--- src/rtl/counter_updown_param.sv ---
// Parametrised up/down counter with load, prescaler, wrap/saturate bounds,
// compare match and a delayed one-cycle terminal-count pulse.
module counter_updown_param #(
    parameter int WIDTH   = 8,
    parameter int PRESC_W = 4
) (
    input  logic               clk,
    input  logic               rst_n,
    input  logic               en,
    input  logic               clear,
    input  logic               load,
    input  logic [WIDTH-1:0]   load_val,
    input  logic               dir,
    input  logic               sat,
    input  logic [PRESC_W-1:0] presc,
    input  logic [WIDTH-1:0]   cmp_val,
    output logic [WIDTH-1:0]   q,
    output logic               match,
    output logic               tc,
    output logic               wrapped
);

    localparam logic [WIDTH-1:0] MAX = '1;

    logic [WIDTH-1:0]   q_q, q_d;
    logic [PRESC_W-1:0] cnt_q, cnt_d;
    logic               evt_q, evt_d;
    logic               tc_q, tc_d;
    logic               wrapped_q, wrapped_d;
    logic               tick;

    // evt_q remembers that the last step hit a bound; tc follows one edge later.
    always_comb begin
        q_d       = q_q;
        cnt_d     = cnt_q;
        wrapped_d = wrapped_q;
        evt_d     = 1'b0;
        tc_d      = evt_q;
        tick      = 1'b0;
        if (clear) begin
            q_d       = '0;
            cnt_d     = '0;
            wrapped_d = 1'b0;
            tc_d      = 1'b0;
        end else if (load) begin
            q_d   = load_val;
            cnt_d = '0;
            tc_d  = 1'b0;
        end else if (en) begin
            if (cnt_q == presc) begin
                tick  = 1'b1;
                cnt_d = '0;
            end else begin
                cnt_d = cnt_q + 1'b1;
            end
            if (tick) begin
                if (dir) begin
                    if (q_q == MAX) begin
                        evt_d = 1'b1;
                        if (!sat) begin
                            q_d       = '0;
                            wrapped_d = 1'b1;
                        end
                    end else begin
                        q_d = q_q + 1'b1;
                    end
                end else begin
                    if (q_q == '0) begin
                        evt_d = 1'b1;
                        if (!sat) begin
                            q_d       = MAX;
                            wrapped_d = 1'b1;
                        end
                    end else begin
                        q_d = q_q - 1'b1;
                    end
                end
            end
        end
    end

    always_ff @(posedge clk or negedge rst_n) begin
        if (!rst_n) begin
            q_q       <= '0;
            cnt_q     <= '0;
            evt_q     <= 1'b0;
            tc_q      <= 1'b0;
            wrapped_q <= 1'b0;
        end else begin
            q_q       <= q_d;
            cnt_q     <= cnt_d;
            evt_q     <= evt_d;
            tc_q      <= tc_d;
            wrapped_q <= wrapped_d;
        end
    end

    assign q       = q_q;
    assign match   = (q_q == cmp_val);
    assign tc      = tc_q;
    assign wrapped = wrapped_q;

endmodule

--- config.mk ---
export PLATFORM = sky130hd
export DESIGN_NAME = counter_updown_param
export DESIGN_NICKNAME = d
export VERILOG_FILES = /design/src/rtl/counter_updown_param.sv
export SDC_FILE = /design/constraint.sdc
export NUM_CORES = 1
export LEC_CHECK = 0
export CAP_MARGIN = 20
export CORE_ASPECT_RATIO = 1.5
export CORE_MARGIN = 5
export CORE_UTILIZATION = 47
export DETAILED_ROUTE_END_ITERATION = 7
export PLACE_DENSITY = 0.91
export SLEW_MARGIN = 20
export SYNTH_ARGS = -nofsm -noshare
export SYNTH_HDL_FRONTEND = slang
export SYNTH_SLANG_ARGS = --single-unit
--- constraint.sdc ---
create_clock -name clk -period 2.4 [get_ports clk]
set_clock_uncertainty 0.05 [all_clocks]
set_input_delay 0.24 -clock clk [delete_from_list [all_inputs] [get_ports clk]]
set_output_delay 0.24 -clock clk [all_outputs]
set_load 0.02 [all_outputs]
==> Word level (Yosys, flattened, before mapping) <==
Cells that the tools add are included.
W data, S select, Z words.
{ "totals": {"regBits": 15, "latch_bits": 0, "ramBits": 0, "romBits": 0, "input_bits": 27, "output_inout_bits": 11, "word_cells": 57, "mem_count": 0} }
{ "classes": {"add_sub_neg": 3, "mul": 0, "div_mod_pow": 0, "n_lt_le_gt_ge": 0, "eq_ne": 7, "n_shift": 0, "n_mux": 34, "bitwise": 0, "n_reduce_logical": 8} }
{ "ops": {"columns": ["op", "count"], "rows": [
  ["$mux W8", 9],
  ["$mux W1", 21],
  ["$mux W4", 4],
  ["$ne A5 B5 Y1 const B", 2],
  ["$reduce_bool A3 Y1", 3],
  ["$add A8 B1 Y8 const B", 1],
  ["$eq A8 B8 Y1", 1],
  ["$eq A8 B8 Y1 const B", 1],
  ["$logic_not A8 Y1", 1],
  ["$sub A8 B1 Y8 const B", 1],
  ["$reduce_and A5 Y1", 1],
  ["$add A4 B1 Y4 const B", 1],
  ["$eq A4 B4 Y1", 1],
  ["$reduce_and A4 Y1", 1],
  ["$reduce_bool A2 Y1", 2],
  ["$ne A3 B2 Y1 const B", 1],
  ["$ne A2 B2 Y1 const B", 1]
]} }

==> Depth between registers and ports, before layout <==
Gate-level depths: netlist of run 1.
{ "depth": {"depth_word": 9, "mapped_depth": 8, "ltp_nobuf": 8} }

==> Worst setup path before layout of run 1 <==
Ideal clock, no wire load.
{ "synth_timing": {"path_kind": "reg-to-reg", "from": "register q_q[0] (netlist: q[0])", "to": "register q_q[2] (netlist: q[2])", "setup_time_ns": 0.081, "arrival_ns": 1.850, "t_required_ns": 2.269, "setup_slack_ns": 0.419, "path_stages_with_launch": 7, "path_buffers": 0, "synth_period_minus_slack_ns": 1.981, "path_cell_list": "dfrtp_1 -> ha_1 -> and4_1 -> nand2_1 -> nand2_1 -> or4_4 -> a31oi_2"} }
{ "synth_via": {"elab_chain_cells": 7, "elab_cells_between_ends": 14, "cone_classes": "add/sub (2); eq/ne (3); mux (7); reduce/logical (2)"} }
{ "synth_rtl": {"columns": ["element", "line", "source"], "rows": [
  ["from (decl)", "25", "logic [WIDTH-1:0] q_q, q_d;"],
  ["from (signal assigned)", "90", "q_q <= q_d;"],
  ["$sub A8 B1 Y8 (tied with other cells)", "75", "q_d = q_q - 1'b1;"],
  ["$mux W8, on equally long branches", "68, 58", null],
  ["$mux W8", "57", "if (dir) begin"],
  ["$mux W8", "56", "if (tick) begin"],
  ["$mux W8", "49", "end else if (en) begin"],
  ["$mux W8", "45", "end else if (load) begin"],
  ["$mux W8", "40", "if (clear) begin"]
]} }
Several ways; a longest one is shown, not always the timed one. The select of a mux whose other input is x is not followed.
A chain may end at the register's enable or synchronous reset.

==> Worst setup path after layout of run 1 <==
{ "layout_timing": {"from": "register q_q[2] (netlist: q[2])", "to": "register q_q[7] (netlist: q[7])"} }
The elaborated chain is that of the path after synthesis.

==> summary.md, run 1 <==
| Metric | Value |
|---|---|
| Die ar. | 3873 sq um |
| Sequential share of the synthesized area | 29.47% |
| Inserted Clock Buffers | 3 |
| Endpoint class of the critical path | flip-flop |
| Via count | 1259 |
| Sum of buffers and inverters on the critical path | 0 |
| Clk_lat worst skew | 0.25 ns |
| Hold Path Class | input port to asynchronous set/reset pin |
| Post-synthesis cell area | 1274 sq um |
| Starting Density | 48.11% |
| Cell Chain, Critical Path | nor4_4 -> nand4b_1 -> a21boi_0 -> o21ai_4 -> o311ai_0 -> o21ai_1 |
| CP max stage delay | 0.45 ns |
| Fraction of layout cells with a size suffix above 1 | 12.04% |
| Synth Warn # | 0 |
| WL final | 3509 um |
| Core Box Area | 2648 sq um |
| Slowest library cell on the worst path | nor4_4 |
| Post-CTS Setup Repair Bufs | 0 |
| Final Power | 0.0008382 W |
| Total power per unit cell area | 478.8 nW/um^2 |
| Crit path depth | 6 |
| Top delay family on crit path | compound AO/OA/AOI/OAI gates |
| Post-synth EDFFs | 0 |
| Final setup fails | 0 |
| Synth Register Bits | 15 |
| RSZ-0062 raised after global routing | no |
| CTS tree | yes |
| Worst Setup EP | q[7] |
| Fin. Hold Viols | 0 |
| Slew Viols, Final | 0 |
| Final Core Density | 66.12% |
| Routed Antenna Nets | 0 |
| Post-Synthesis Cells | 151 |
| Arrival @ worst endpoint | 2.22 ns |
| Leak | 0.6798 nW |
| WL per Instance | 15.39 um |
| H-tree depth | 1 |
| CP Launch Point | q[2] |
| First-pass iteration count of the detailed router | 4 |
| Starting DRT DRC Count | 29 |
| Largest net degree at the start of global routing | 17 |
| Met3 usage in global routing | 2.637% |
| NumNets Final | 223 |
| Clock sinks | 15 |
| GR met1 Demand/Resource | 19.44% |
| Syn nets | 182 |
| Worst reg2reg endpoint | q[7] |
| Required time worst endpoint | 2.48 ns |
| First-pass GRT wire length | 5540 um |
| Diodes inserted | 0 |
| Worst flop-to-flop path startpoint | q[2] |
| Critical-path maximum fanout | 16 |
| Period utilization | 89.14% |
| Vias per cell | 5.522 |
| Max-cap violations | 0 |
| CTS root buf | clkbuf_8 |
| Least-Margin Pin Slew | 0.7226 ns |
| Vias in the first global route | 1245 |
| Peak VDD IR | 0.4869 mV |
| Max clock buf depth | 2 |
| Remaining global-route overflow | 0 |
| Commonest non-fill, non-tap cells in the layout | 37 x clkdlybuf4s50_1, 16 x a21oi_1, 15 x nor2_1, 15 x dfrtp_1, 12 x nand2_1 |
| Met2 Use GR | 36.46% |
| DIE WIDTH | 52.51 um |
| Dominant synthesized flop cell | dfrtp_1 |
| # IOs | 38 |
| Final min period | 2.139 ns |
| Startpoint type of the worst setup path | flip-flop |
| GP Congestion | 0.8292 |
| Reg2reg setup slack | 0.26 ns |
| Reg2reg path depth | 6 |
| Die H | 73.76 um |
| Post-synth ARST share | 100.0% |
| Initial antenna violation count | 0 |
| GRT Total Usage | 19.12% |
| CP Class | flip-flop to flip-flop |
| Slew Limit Headroom | 51.68% |
| # port buffers | 37 |
| Area growth from synthesis to layout | 37.43% |
| Setup TNS | 0 ns |
| Syn_area_per_cell | 8.435 sq um |
| DPL Wire Length | 2810 um |
| Clock slew at reported path FFs | 0.07 ns |
| Max Fclk | 0.4674 GHz |
| Most Used Layer, Global Route | met2 |
| Status | finished, final reports clean |
| DRC violations left | 0 |
| Synth cell types | 48 |
| Row Count | 23 |
| Most common cell after layout, fill and taps aside | clkdlybuf4s50_1 |
## synthesized netlist by cell type (2+ instances only)
library cell  instances  area [sq um]
a211oi_1              2         15.01
nand2_1              12         45.04
o21ai_0               2         10.01
nand4_1               4         25.02
clkbuf_1              4         15.01
o211ai_1              2         15.01
nand3_1               2         10.01
and2_1                2         12.51
dfrtp_1              15         375.4
a21oi_1              16         80.08
ha_1                  4         50.05
nor3b_1               3         22.52
xnor2_1               9         78.83
o21ai_1               2         10.01
mux2_2                2         22.52
nor2b_1               3         18.77
inv_1                 7         26.28
a31oi_1               3         18.77
xor2_1                7         61.31
a31oi_2               2         25.02
nor2_1               15         56.30
o21a_1                2         15.01
nand2b_1              3         18.77
a221oi_1              3         26.28
buf_4                 2         15.01
## cell type report
type | count | area [sq um]
Timing Repair Buffer | 44 | 422.9
Multi-Input combinational cell | 121 | 833.3
Clock inverter | 1 | 5.005
Fill cell | 237 | 897.1
Inverter | 7 | 26.28
Clock buffer | 3 | 41.29
Tap cell | 37 | 46.29
Sequential cell | 15 | 375.4
## metrics by stage
stage / hold slack (ns) / setup slack [ns] / area [sq um] / std cells
2_1_floorplan: -0.1056 / 0.4191 / 1274 / 151
3_3_place_gp: 0.3936 / 0.1655 / 1697 / 224
3_5_place_dp: 0.3954 / 0.05012 / 1697 / 224
4_1_cts: 0.3898 / 0.1422 / 1743 / 228
5_1_grt: 0.4142 / 0.1440 / 1750 / 228
6_report: 0.3628 / 0.2605 / 1750 / 228
## worst min-delay path by stage
stage / end / startpoint / cells after the start / slack [ns]
floorplan: cnt_q[0] / rst_n / 0 / -0.11
finish: q[7] / rst_n / 1 / 0.36
global route: q[7] / rst_n / 1 / 0.41
global placement: tc / evt_q / 1 / 0.39
detailed placement: tc / evt_q / 1 / 0.40
CTS: q[7] / rst_n / 1 / 0.39
## sequential cells by signal (all words and copies together), names as in the netlist
name and cells:
evt_q 1, wrapped 1, q 8, cnt_q 4
tc 1
## report_power, final
group	internal [W]	leakage (nW)	total [W]	switching, W
logic	0.000163	0.456	0.000320	0.000157
registers	0.000270	0.198	0.000307	0.0000369
clock network	0.000115	0.0255	0.000211	0.0000961
## timing repair
item	4_1_cts	5_1_grt
gates resized for setup	0	1
hold buffers	0	0
endpoints found under the setup margin	0	1
## routing by layer
layer  share of wire (%)  wire length (um)
met5                   0                 0
met4                 2.2                76
met3                 4.8               167
met2                  56              1956
met1                  37              1309
## worst reg2reg max path: stages (launching register included)
cell	delay [ns]
dfrtp_1	0.44
nor4_4	0.45
nand4b_1	0.23
a21boi_0	0.40
o21ai_4	0.19
o311ai_0	0.15
o21ai_1	0.11
## logic make-up (layout without fill, tap and decap cells)
| kind of cell | count (synthesis) | in the layout | share of synthesized area, % |
|---|---|---|---|
| flip-flops | 15 | 15 | 29.47 |
| multiplexers | 2 | 2 | 1.768 |
| buffers and inverters | 15 | 55 | 5.697 |
| adder cells (fa/ha/maj) | 4 | 4 | 3.929 |
| XOR/XNOR | 16 | 16 | 11.00 |
| AND/OR/NAND/NOR | 58 | 58 | 26.92 |
| AO/OA/AOI/OAI | 41 | 41 | 21.22 |
Note: power is estimated with default switching activity, not from simulation.
==> inputs of run 2 (changes only) <==
- CORE_MARGIN: 5 -> not set
- TNS_END_PERCENT: not set -> 10
==> run 2 against run 1 <==
Final cell count did not move. First-iteration DRC count rose to 2.6 times the previous value. Sequential power rose by 2%. Via count rose by 5.2%. Count of clock-buffer cells in the layout rose by 1. Total power fell by 7.2%. Critical path type is now flip-flop to output pin. Critical endpoint is now match. Largest cell class unchanged. Highest routed layer unchanged.
==> summary.md, run 2 (synthesized netlist as in run 1, its figures left out) <==
| Metric | Value |
|---|---|
| Status | finished, final reports clean |
| RSZ-0062 raised after global routing | no |
| Clock sinks | 15 |
| Arrival @ worst endpoint | 1.87 ns |
| CTS tree | yes |
| Required time worst endpoint | 2.11 ns |
| Routed Antenna Nets | 0 |
| GP Congestion | 0.9524 |
| First-pass iteration count of the detailed router | 5 |
| Initial antenna violation count | 0 |
| Peak VDD IR | 0.3334 mV |
| # port buffers | 37 |
| GRT Total Usage | 26.13% |
| Total power per unit cell area | 449.7 nW/um^2 |
| Die ar. | 2927 sq um |
| Max-cap violations | 0 |
| Area growth from synthesis to layout | 35.76% |
| Remaining global-route overflow | 0 |
| DRC violations left | 0 |
| Commonest non-fill, non-tap cells in the layout | 37 x clkdlybuf4s50_1, 16 x a21oi_1, 15 x nor2_1, 15 x dfrtp_1, 12 x nand2_1 |
| Starting Density | 50.85% |
| Diodes inserted | 0 |
| PostCTS Resize Cnt | 0 |
| DIE WIDTH | 44.51 um |
| Vias per cell | 5.811 |
| Row Count | 22 |
| Fraction of layout cells with a size suffix above 1 | 11.98% |
| Die H | 65.76 um |
| Power share of the combinational group | 40.3% |
| WL final | 3387 um |
| First-pass GRT wire length | 5595 um |
| Clock slew at reported path FFs | 0.09 ns |
| Leak | 0.6718 nW |
| CP Class | flip-flop to output pin |
| Final min period | 2.157 ns |
| Hold Buf Count CTS | 0 |
| Via count | 1325 |
| WL per Instance | 14.86 um |
| Final setup fails | 0 |
| Inserted Clock Buffers | 3 |
| Sw frac | 36.10% |
| DPL Wire Length | 2682 um |
| Reg2reg setup slack | 0.28 ns |
| Slew Viols, Final | 0 |
| Seq pwr share | 40.1% |
| Switching pwr | 0.0002807 W |
| Reg2reg path depth | 5 |
| Starting DRT DRC Count | 74 |
| Hold Path Class | input port to asynchronous set/reset pin |
| Final Cell Area | 1729 sq um |
| Clk pwr share | 19.6% |
| Max clock buf depth | 2 |
| H-tree depth | 1 |
| Worst reg2reg endpoint | q[2] |
| Period utilization | 89.89% |
| CTS root buf | clkbuf_4 |
| Worst flop-to-flop path startpoint | q[2] |
| Clk_lat worst skew | 0.29 ns |
| # IOs | 38 |
| Endpoint class of the critical path | output pin |
| NumNets Final | 224 |
| Slew Limit Headroom | 52.59% |
| Post-CTS Setup Repair Bufs | 0 |
| Setup TNS | 0 ns |
| Vias in the first global route | 1284 |
| Max Fclk | 0.4635 GHz |
| Least-Margin Pin Slew | 0.7089 ns |
| Fin. Hold Viols | 0 |
| Most common cell after layout, fill and taps aside | clkdlybuf4s50_1 |
| Int Pwr | 0.0004969 W |
| Post-placement cell area | 1703 sq um |
| Largest net degree at the start of global routing | 17 |
| Largest register FFs | 8 |
| Core Box Area | 2505 sq um |
| Startpoint type of the worst setup path | flip-flop |
| Critical-path maximum fanout | 9 |
==> run 2: changes by cell type in the layout (fill, tap and decap cells not counted) <==
cell      before  now
clkbuf_1       0    1
o21ai_2        0    1
buf_4          7    8
clkbuf_4       0    3
clkbuf_8       3    0
o21ai_4        1    0
clkinv_2       1    0
==> run 2: cell type report <==
type / count / area (sq um)
clock buffers: 4 / 26.28
repair buffers: 45 / 430.4
inverters: 7 / 26.28
well taps: 36 / 45.04
multi-input cells: 121 / 825.8
flip-flops and latches: 15 / 375.4
fillers: 214 / 775.7
==> run 2: power by group through the flow <==
stage                     clock network (W)  registers [W]  logic [W]
after CTS                          0.000153       0.000311   0.000313
after detailed placement                  0       0.000316   0.000312
after global routing               0.000162       0.000315   0.000340
final                              0.000152       0.000312   0.000313
after global placement                    0       0.000315   0.000298
after floorplan                           0       0.000318   0.000181
==> run 2: worst max-delay path by stage <==
stage | slack, ns | from | endpoint
3_3_place_gp | 0.31 | presc[2] | wrapped
4_1_cts | 0.23 | q[4] | match
2_1_floorplan | 0.42 | q[0] | q[2]
6_report | 0.24 | q[4] | match
5_1_grt | 0.13 | q[2] | q[7]
3_5_place_dp | 0.24 | presc[3] | wrapped
==> run 2: worst max-delay path, stage by stage, from the launching register on <==
cell and delay (ns):
dfrtp_1 0.58, xnor2_1 0.17, nand4_1 0.12, nor2_1 0.10, clkdlybuf4s50_1 0.60
==> run 2: metrics by stage <==
stage          utilization (%)  instances  worst slack (ns)  hold WS (ns)  total power (W)
6_report                 69.03        228            0.2427        0.3141        0.0007776
4_1_cts                  69.03        228            0.2345        0.3296        0.0007770
5_1_grt                  69.03        228            0.1340        0.3651        0.0008169
3_5_place_dp             67.98        224            0.2389        0.3960        0.0006276
3_3_place_gp             67.98        224            0.3110        0.3847        0.0006128
2_1_floorplan                -        151            0.4191       -0.1056        0.0004991
==> run 2: routing by layer <==
metal / part of all wire, % / vias up / GRT usage [%] / wire (um)
li1: - / 623 / - / -
met1: 36 / 631 / 28.01 / 1211
met2: 56 / 63 / 48.16 / 1907
met3: 5.6 / 8 / 2.747 / 188
met4: 2.4 / 0 / 13.26 / 80
met5: 0 / - / 0 / 0
==> inputs of run 3 (changes only) <==
- CAP_MARGIN: 20 -> 0
==> results of run 3 <==
No change in the layout: final DEF, timing and power equal those of run 2.
